===== config.mk =====
export PLATFORM = sky130hd
export DESIGN_NAME = pipe_hazard_unit
export DESIGN_NICKNAME = d
export VERILOG_FILES = /design/src/rtl/pipe_hazard_unit.sv
export SDC_FILE = /design/constraint.sdc
export NUM_CORES = 1
export LEC_CHECK = 0
export ABC_AREA = 1
export CORE_MARGIN = 4
export CORE_UTILIZATION = 70
export CTS_BUF_LIST = sky130_fd_sc_hd__clkbuf_4 sky130_fd_sc_hd__clkbuf_8
export DETAILED_ROUTE_END_ITERATION = 6
export DONT_BUFFER_PORTS = 1
export PLACE_DENSITY = 0.86
export SLEW_MARGIN = 20
export SYNTH_ARGS = -nofsm -noshare
export SYNTH_HDL_FRONTEND = slang
export SYNTH_SLANG_ARGS = --single-unit

===== constraint.sdc =====
create_clock -name clk -period 2.8 [get_ports clk]
set_input_delay 0.56 -clock clk [delete_from_list [all_inputs] [get_ports clk]]
set_output_delay 0.56 -clock clk [all_outputs]
set_load 0.1 [all_outputs]

===== src/rtl/pipe_hazard_unit.sv =====
// rtl/pipe_hazard_unit.sv - load-use stall, branch flush, EX forwarding and WB bypass control
module pipe_hazard_unit #(
    parameter int REG_AW     = 5,
    parameter int ZERO_REG   = 1,
    parameter int LOAD_STALL = 1,
    parameter int CNT_W      = 16
) (
    input  logic              clk,
    input  logic              rst,
    input  logic              id_valid,
    input  logic [REG_AW-1:0] id_rn,
    input  logic [REG_AW-1:0] id_rm,
    input  logic              id_use_rn,
    input  logic              id_use_rm,
    input  logic [REG_AW-1:0] id_rd,
    input  logic              id_reg_write,
    input  logic              id_is_vec,
    input  logic              id_is_load,
    input  logic              ex_branch_taken,
    input  logic              cnt_clr,
    output logic              stall,
    output logic              flush,
    output logic [1:0]        fwd_a_sel,
    output logic [1:0]        fwd_b_sel,
    output logic              wb_byp_a,
    output logic              wb_byp_b,
    output logic [CNT_W-1:0]  stall_cnt,
    output logic [CNT_W-1:0]  flush_cnt
);

    typedef struct packed {
        logic              valid;
        logic              wr;
        logic              vec;
        logic              load;
        logic [REG_AW-1:0] rd;
    } dst_t;

    // WB never needs the load flag: nothing older than WB can be stalled against
    typedef struct packed {
        logic              valid;
        logic              wr;
        logic              vec;
        logic [REG_AW-1:0] rd;
    } wb_t;

    typedef struct packed {
        logic              use_rn;
        logic              use_rm;
        logic [REG_AW-1:0] rn;
        logic [REG_AW-1:0] rm;
    } src_t;

    dst_t ex_q, ex_d, mem_q, mem_d;
    wb_t  wb_q, wb_d;
    src_t ex_src_q, ex_src_d;
    logic [CNT_W-1:0] stall_cnt_q, stall_cnt_d, flush_cnt_q, flush_cnt_d;

    logic id_rn_ex, id_rm_ex, id_rn_mem, id_rm_mem, id_rn_wb, id_rm_wb;
    logic ex_rn_mem, ex_rm_mem, ex_rn_wb, ex_rm_wb;
    logic hazard;
    logic ex_mem_load_hit;

    function automatic logic dst_hit(
        input logic              valid,
        input logic              wr,
        input logic              dvec,
        input logic [REG_AW-1:0] rd,
        input logic [REG_AW-1:0] addr,
        input logic              svec,
        input logic              use_src
    );
        logic zero_src;
        zero_src = (ZERO_REG != 0) && !svec && (addr == '0);
        return valid && wr && (dvec == svec) && (rd == addr) && use_src && !zero_src;
    endfunction

    always_comb begin
        id_rn_ex  = dst_hit(ex_q.valid, ex_q.wr, ex_q.vec, ex_q.rd, id_rn, id_is_vec, id_use_rn);
        id_rm_ex  = dst_hit(ex_q.valid, ex_q.wr, ex_q.vec, ex_q.rd, id_rm, id_is_vec, id_use_rm);
        id_rn_mem = dst_hit(mem_q.valid, mem_q.wr, mem_q.vec, mem_q.rd, id_rn, id_is_vec, id_use_rn);
        id_rm_mem = dst_hit(mem_q.valid, mem_q.wr, mem_q.vec, mem_q.rd, id_rm, id_is_vec, id_use_rm);
        id_rn_wb  = dst_hit(wb_q.valid, wb_q.wr, wb_q.vec, wb_q.rd, id_rn, id_is_vec, id_use_rn);
        id_rm_wb  = dst_hit(wb_q.valid, wb_q.wr, wb_q.vec, wb_q.rd, id_rm, id_is_vec, id_use_rm);

        ex_rn_mem = ex_q.valid &&
                    dst_hit(mem_q.valid, mem_q.wr, mem_q.vec, mem_q.rd, ex_src_q.rn, ex_q.vec, ex_src_q.use_rn);
        ex_rm_mem = ex_q.valid &&
                    dst_hit(mem_q.valid, mem_q.wr, mem_q.vec, mem_q.rd, ex_src_q.rm, ex_q.vec, ex_src_q.use_rm);
        ex_rn_wb  = ex_q.valid &&
                    dst_hit(wb_q.valid, wb_q.wr, wb_q.vec, wb_q.rd, ex_src_q.rn, ex_q.vec, ex_src_q.use_rn);
        ex_rm_wb  = ex_q.valid &&
                    dst_hit(wb_q.valid, wb_q.wr, wb_q.vec, wb_q.rd, ex_src_q.rm, ex_q.vec, ex_src_q.use_rm);
    end

    always_comb begin
        hazard = ex_q.load && (id_rn_ex || id_rm_ex);
        if (LOAD_STALL == 2) begin
            hazard = hazard || (mem_q.load && (id_rn_mem || id_rm_mem));
        end

        flush = ex_branch_taken;
        stall = id_valid && hazard && !ex_branch_taken;

        wb_byp_a = id_rn_wb;
        wb_byp_b = id_rm_wb;

        // a loaded value sitting in MEM is not yet available, so it is never forwarded
        fwd_a_sel = 2'b00;
        if (ex_rn_mem && !mem_q.load) begin
            fwd_a_sel = 2'b01;
        end else if (ex_rn_wb) begin
            fwd_a_sel = 2'b10;
        end
        fwd_b_sel = 2'b00;
        if (ex_rm_mem && !mem_q.load) begin
            fwd_b_sel = 2'b01;
        end else if (ex_rm_wb) begin
            fwd_b_sel = 2'b10;
        end

        ex_mem_load_hit = mem_q.load && (ex_rn_mem || ex_rm_mem);
    end

    always_comb begin
        ex_d     = '0;
        ex_src_d = '0;
        if (id_valid && !stall && !flush) begin
            ex_d.valid      = 1'b1;
            ex_d.wr         = id_reg_write;
            ex_d.vec        = id_is_vec;
            ex_d.load       = id_is_load;
            ex_d.rd         = id_rd;
            ex_src_d.use_rn = id_use_rn;
            ex_src_d.use_rm = id_use_rm;
            ex_src_d.rn     = id_rn;
            ex_src_d.rm     = id_rm;
        end
        mem_d      = ex_q;
        wb_d.valid = mem_q.valid;
        wb_d.wr    = mem_q.wr;
        wb_d.vec   = mem_q.vec;
        wb_d.rd    = mem_q.rd;

        stall_cnt_d = stall_cnt_q;
        flush_cnt_d = flush_cnt_q;
        if (cnt_clr) begin
            stall_cnt_d = '0;
            flush_cnt_d = '0;
        end else begin
            if (stall && (stall_cnt_q != {CNT_W{1'b1}})) begin
                stall_cnt_d = stall_cnt_q + CNT_W'(1);
            end
            if (flush && (flush_cnt_q != {CNT_W{1'b1}})) begin
                flush_cnt_d = flush_cnt_q + CNT_W'(1);
            end
        end
    end

    always_ff @(posedge clk) begin
        if (!rst) begin
            ex_q        <= '0;
            ex_src_q    <= '0;
            mem_q       <= '0;
            wb_q        <= '0;
            stall_cnt_q <= '0;
            flush_cnt_q <= '0;
        end else begin
            ex_q        <= ex_d;
            ex_src_q    <= ex_src_d;
            mem_q       <= mem_d;
            wb_q        <= wb_d;
            stall_cnt_q <= stall_cnt_d;
            flush_cnt_q <= flush_cnt_d;
        end
    end

    assign stall_cnt = stall_cnt_q;
    assign flush_cnt = flush_cnt_q;

    // load-use stalls must keep a consumer out of EX while its load is still in MEM
    ex_mem_load_hit_a: assert property (@(posedge clk) disable iff (!rst) !ex_mem_load_hit);

endmodule


==> summary.txt <==
Yosys
  – Top cells by count, synth: nand2_1 (153), inv_1 (103), nor2_1 (92), dfxtp_1 (70), nand4_1 (25)
  – Synth Instances: 584
  – Area fraction of the dominant cell type after synthesis: 36.8%
  – Syn_area_per_cell: 6.52 µm²
  – Synth top area cells: dfxtp_1 (37%), nand2_1 (15%), inv_1 (10%)
  – Ys Warns: 0
  – Count leader, synth: nand2_1
  – Mux cell area share after synthesis: 0%
  – Yosys reg bits: 70
  – Sequential area share after synthesis: 36.8%
  – Simple-gate share of the synthesized area: 36.9%
  – Distinct cells, synth: 39
  – Mapped Nets: 611
  – Synth Cell Area: 3810 µm²
  – Xor and xnor area share after synthesis: 4.60%
  – Yosys top cell by area: dfxtp_1
  – Post-synthesis adder-cell area fraction: 0.657%
  – Complex-gate fraction of the synthesized area: 6.96%
  – Synth async-reset ratio: 0%
  – Largest family of logic cells by synthesized area: simple AND/OR/NAND/NOR gates
  – Ys flop type: dfxtp_1
  – Number of synthesized flops with an enable pin: 0

STA
  – Max Clk Rate: 0.385 GHz
  – Worst slew margin: 52.0%
  – Hold Fails Final Rpt: 0
  – Final worst setup slack: 0.202 ns
  – RSZ-0062 raised after global routing: false
  – Setup TNS: 0 ns
  – Final setup fails: 0
  – Period utilisation layout: 92.8%
  – Worst Tran Pin Value: 0.719 ns
  – Final Critical Period: 2.60 ns
  – Worst Clk Skew: 0.0103 ns
  – Final Slew Violations: 0

Global route
  – GRT Resource Usage Total: 30.0%
  – Number of global-route vias before repair: 3525
  – Initial antenna violation count: 0
  – Grt ovf: 0
  – First-pass GRT wire length: 15500 µm
  – Pin count of the biggest net entering global routing: 29

Placement
  – DP Worst Slack: 0.391 ns
  – Buffers on Ports: 0
  – Routability congestion estimate: 0.989
  – Hpwl dp: 7020 µm

Worst setup path
  – Reg2Reg Depth: 9
  – Worst Setup SP: wb_q[5]
  – Crit path kind: reg2out
  – CP max-delay cell: nor3_1
  – WP data required: 2.24 ns
  – CP Buf/Inv Count: 1
  – FF-to-FF Start: flush_cnt[9]
  – Critical path fanouts, max: 3
  – Crit-path max cell delay: 0.40 ns
  – Critical-path cell list: nor2_1 -> nor3_1 -> nand3_1 -> nor4_4 -> buf_4
  – Arrival @ worst endpoint: 2.04 ns
  – Flop2flop setup slack: 0.88 ns
  – Family with the most delay on the worst path: simple AND/OR/NAND/NOR gates
  – Type of origin of the critical path: register
  – R2R Path End: flush_cnt[4]
  – CP endpoint: wb_byp_a
  – Crit. End Element: output pin
  – Cell count along the critical path: 5

Die
  – Die Ht: 81.8 µm
  – I/O pins: 65
  – Full die area: 6690 µm²
  – # rows: 26
  – Initial core utilization: 73.2%
  – Core Footprint: 5200 µm²
  – Die width: 81.8 µm

Clocking
  – CTS Buf Count: 9
  – CTS tree: done
  – Root buffer cell: clkbuf_8
  – CTS Sinks: 70
  – Setup Fix Bufs, Post-CTS: 0
  – Clk buf depth: 2
  – Clk Latency, worst-skew pair: 0.35 ns
  – CTS Hold Bufs: 0
  – CTS resizes: 0
  – H-tree depth: 3
  – Clock slew at reported path FFs: 0.08 ns

Final layout
  – Layout cell share with drive strength beyond 1: 13.4%
  – Filler cells: 359
  – # diodes: 0
  – Layout area overhead: 13.6%
  – Layout Nets: 648

Power
  – PwrDens: 435 nW/µm²
  – Leakage: 1.96 nW
  – Peak VDD IR: 0.000370 V

Routing
  – DR WL/cell: 13.7 µm
  – Final wirelength: 9520 µm
  – Number of remaining DRC errors: 0
  – DRT iter0 DRCs: 343
  – First-pass detailed-route iteration total: 6
  – Vias post-DR: 3809
  – Avg Vias per Cell: 5.47
  – Final ANT Viol Nets: 0

Run status
  – Outcome: completed

Min path
  – Hold Path Class: in2reg

Flow run
  – Maxcap violations: 0
## metal layers
| layer | up-vias | track usage (%) | part of all wire (%) |
|---|---|---|---|
| met5 | - | 0 | 0 |
| met3 | 26 | 11.0 | 9.5 |
| met4 | 0 | 9.14 | 1.5 |
| li1 | 1890 | - | - |
| met1 | 1722 | 36.3 | 41 |
| met2 | 171 | 49.6 | 48 |
## cells in the final DEF, fill, tap and decap left out, types with 2 or more instances in the layout
cell type | netlist | final
xor2_1 | 8 | 8
nand2_1 | 153 | 153
clkinv_2 | 0 | 2
nor2_1 | 92 | 88
nand4_1 | 25 | 25
a211oi_1 | 2 | 2
nand2_2 | 3 | 3
nor4_4 | 0 | 2
inv_2 | 3 | 3
o21ai_0 | 10 | 10
a21oi_1 | 16 | 16
xnor2_1 | 12 | 12
nand3_1 | 22 | 22
o22ai_1 | 6 | 6
nand3_2 | 7 | 7
buf_4 | 4 | 42
ha_1 | 2 | 2
nor2_2 | 3 | 6
dfxtp_1 | 70 | 70
nor3_1 | 11 | 11
nor3b_1 | 2 | 2
o2111ai_1 | 4 | 4
clkinvlp_4 | 0 | 2
inv_1 | 103 | 103
clkbuf_8 | 0 | 10
## per-stage QoR
stage | instance area [µm²] | utilization (%) | total power, W | hold slack, ns | cells
final | 4330 | 83.2 | 0.00189 | 0.305 | 696
after global routing | 4330 | 83.2 | 0.00195 | 0.309 | 696
after CTS | 4330 | 83.2 | 0.00189 | 0.294 | 696
after detailed placement | 4150 | 79.7 | 0.00116 | 0.425 | 680
after global placement | 4150 | 79.7 | 0.00116 | 0.412 | 680
after floorplan | 3850 | - | 0.00115 | 0.407 | 584
## worst register-to-register path: stages, from the launching register on
cell and delay [ns]:
dfxtp_1 0.32, buf_4 0.31, nand2_1 0.19, nor3_2 0.21
nand2_1 0.10, nand2_1 0.07, nand2_1 0.24, nand2_1 0.18
o21ai_0 0.10, a21oi_1 0.13
## kinds of logic (layout without fill, tap and decap cells)
family / after synthesis / count (layout)
fa+ha+maj: 2 / 2
compound gates: 44 / 44
flops: 70 / 70
buf+inv: 124 / 166
simple gates: 324 / 324
xor+xnor: 20 / 20
## area by class of cell
cell class | instances | area, µm² | area share [%]
Multi-Input combinational cell | 390 | 1920 | 44.5
Sequential cell | 70 | 1400 | 32.4
Inverter | 107 | 402 | 9.28
Timing Repair Buffer | 43 | 335 | 7.75
Clock buffer | 11 | 145 | 3.35
Tap cell | 70 | 87.6 | 2.02
Clock inverter | 5 | 33.8 | 0.780
## report_power, final
| part | internal, W | switching (W) | total, W |
|---|---|---|---|
| sequential | 0.00101 | 0.0000136 | 0.00102 |
| combinational | 0.0000364 | 0.0000821 | 0.000119 |
| clock | 0.000355 | 0.000390 | 0.000745 |
| total | 0.00140 | 0.000485 | 0.00189 |
## flip-flops by register name, summed over array words and instances, names as in the netlist
register / cells
ex_q: 9
stall_cnt: 16
flush_cnt: 16
wb_q: 8
ex_src_q: 12
mem_q: 9
## worst min-delay path by stage
stage | from | endpoint | cells past startpoint
after global routing | id_reg_write | ex_q[7] | 2
after detailed placement | ex_q[7] | mem_q[7] | 2
after floorplan | ex_q[5] | mem_q[5] | 2
final | id_rd[0] | ex_q[0] | 2
after CTS | id_rd[0] | ex_q[0] | 2
after global placement | mem_q[8] | wb_q[7] | 2
Power figures use the tool's default switching activity.
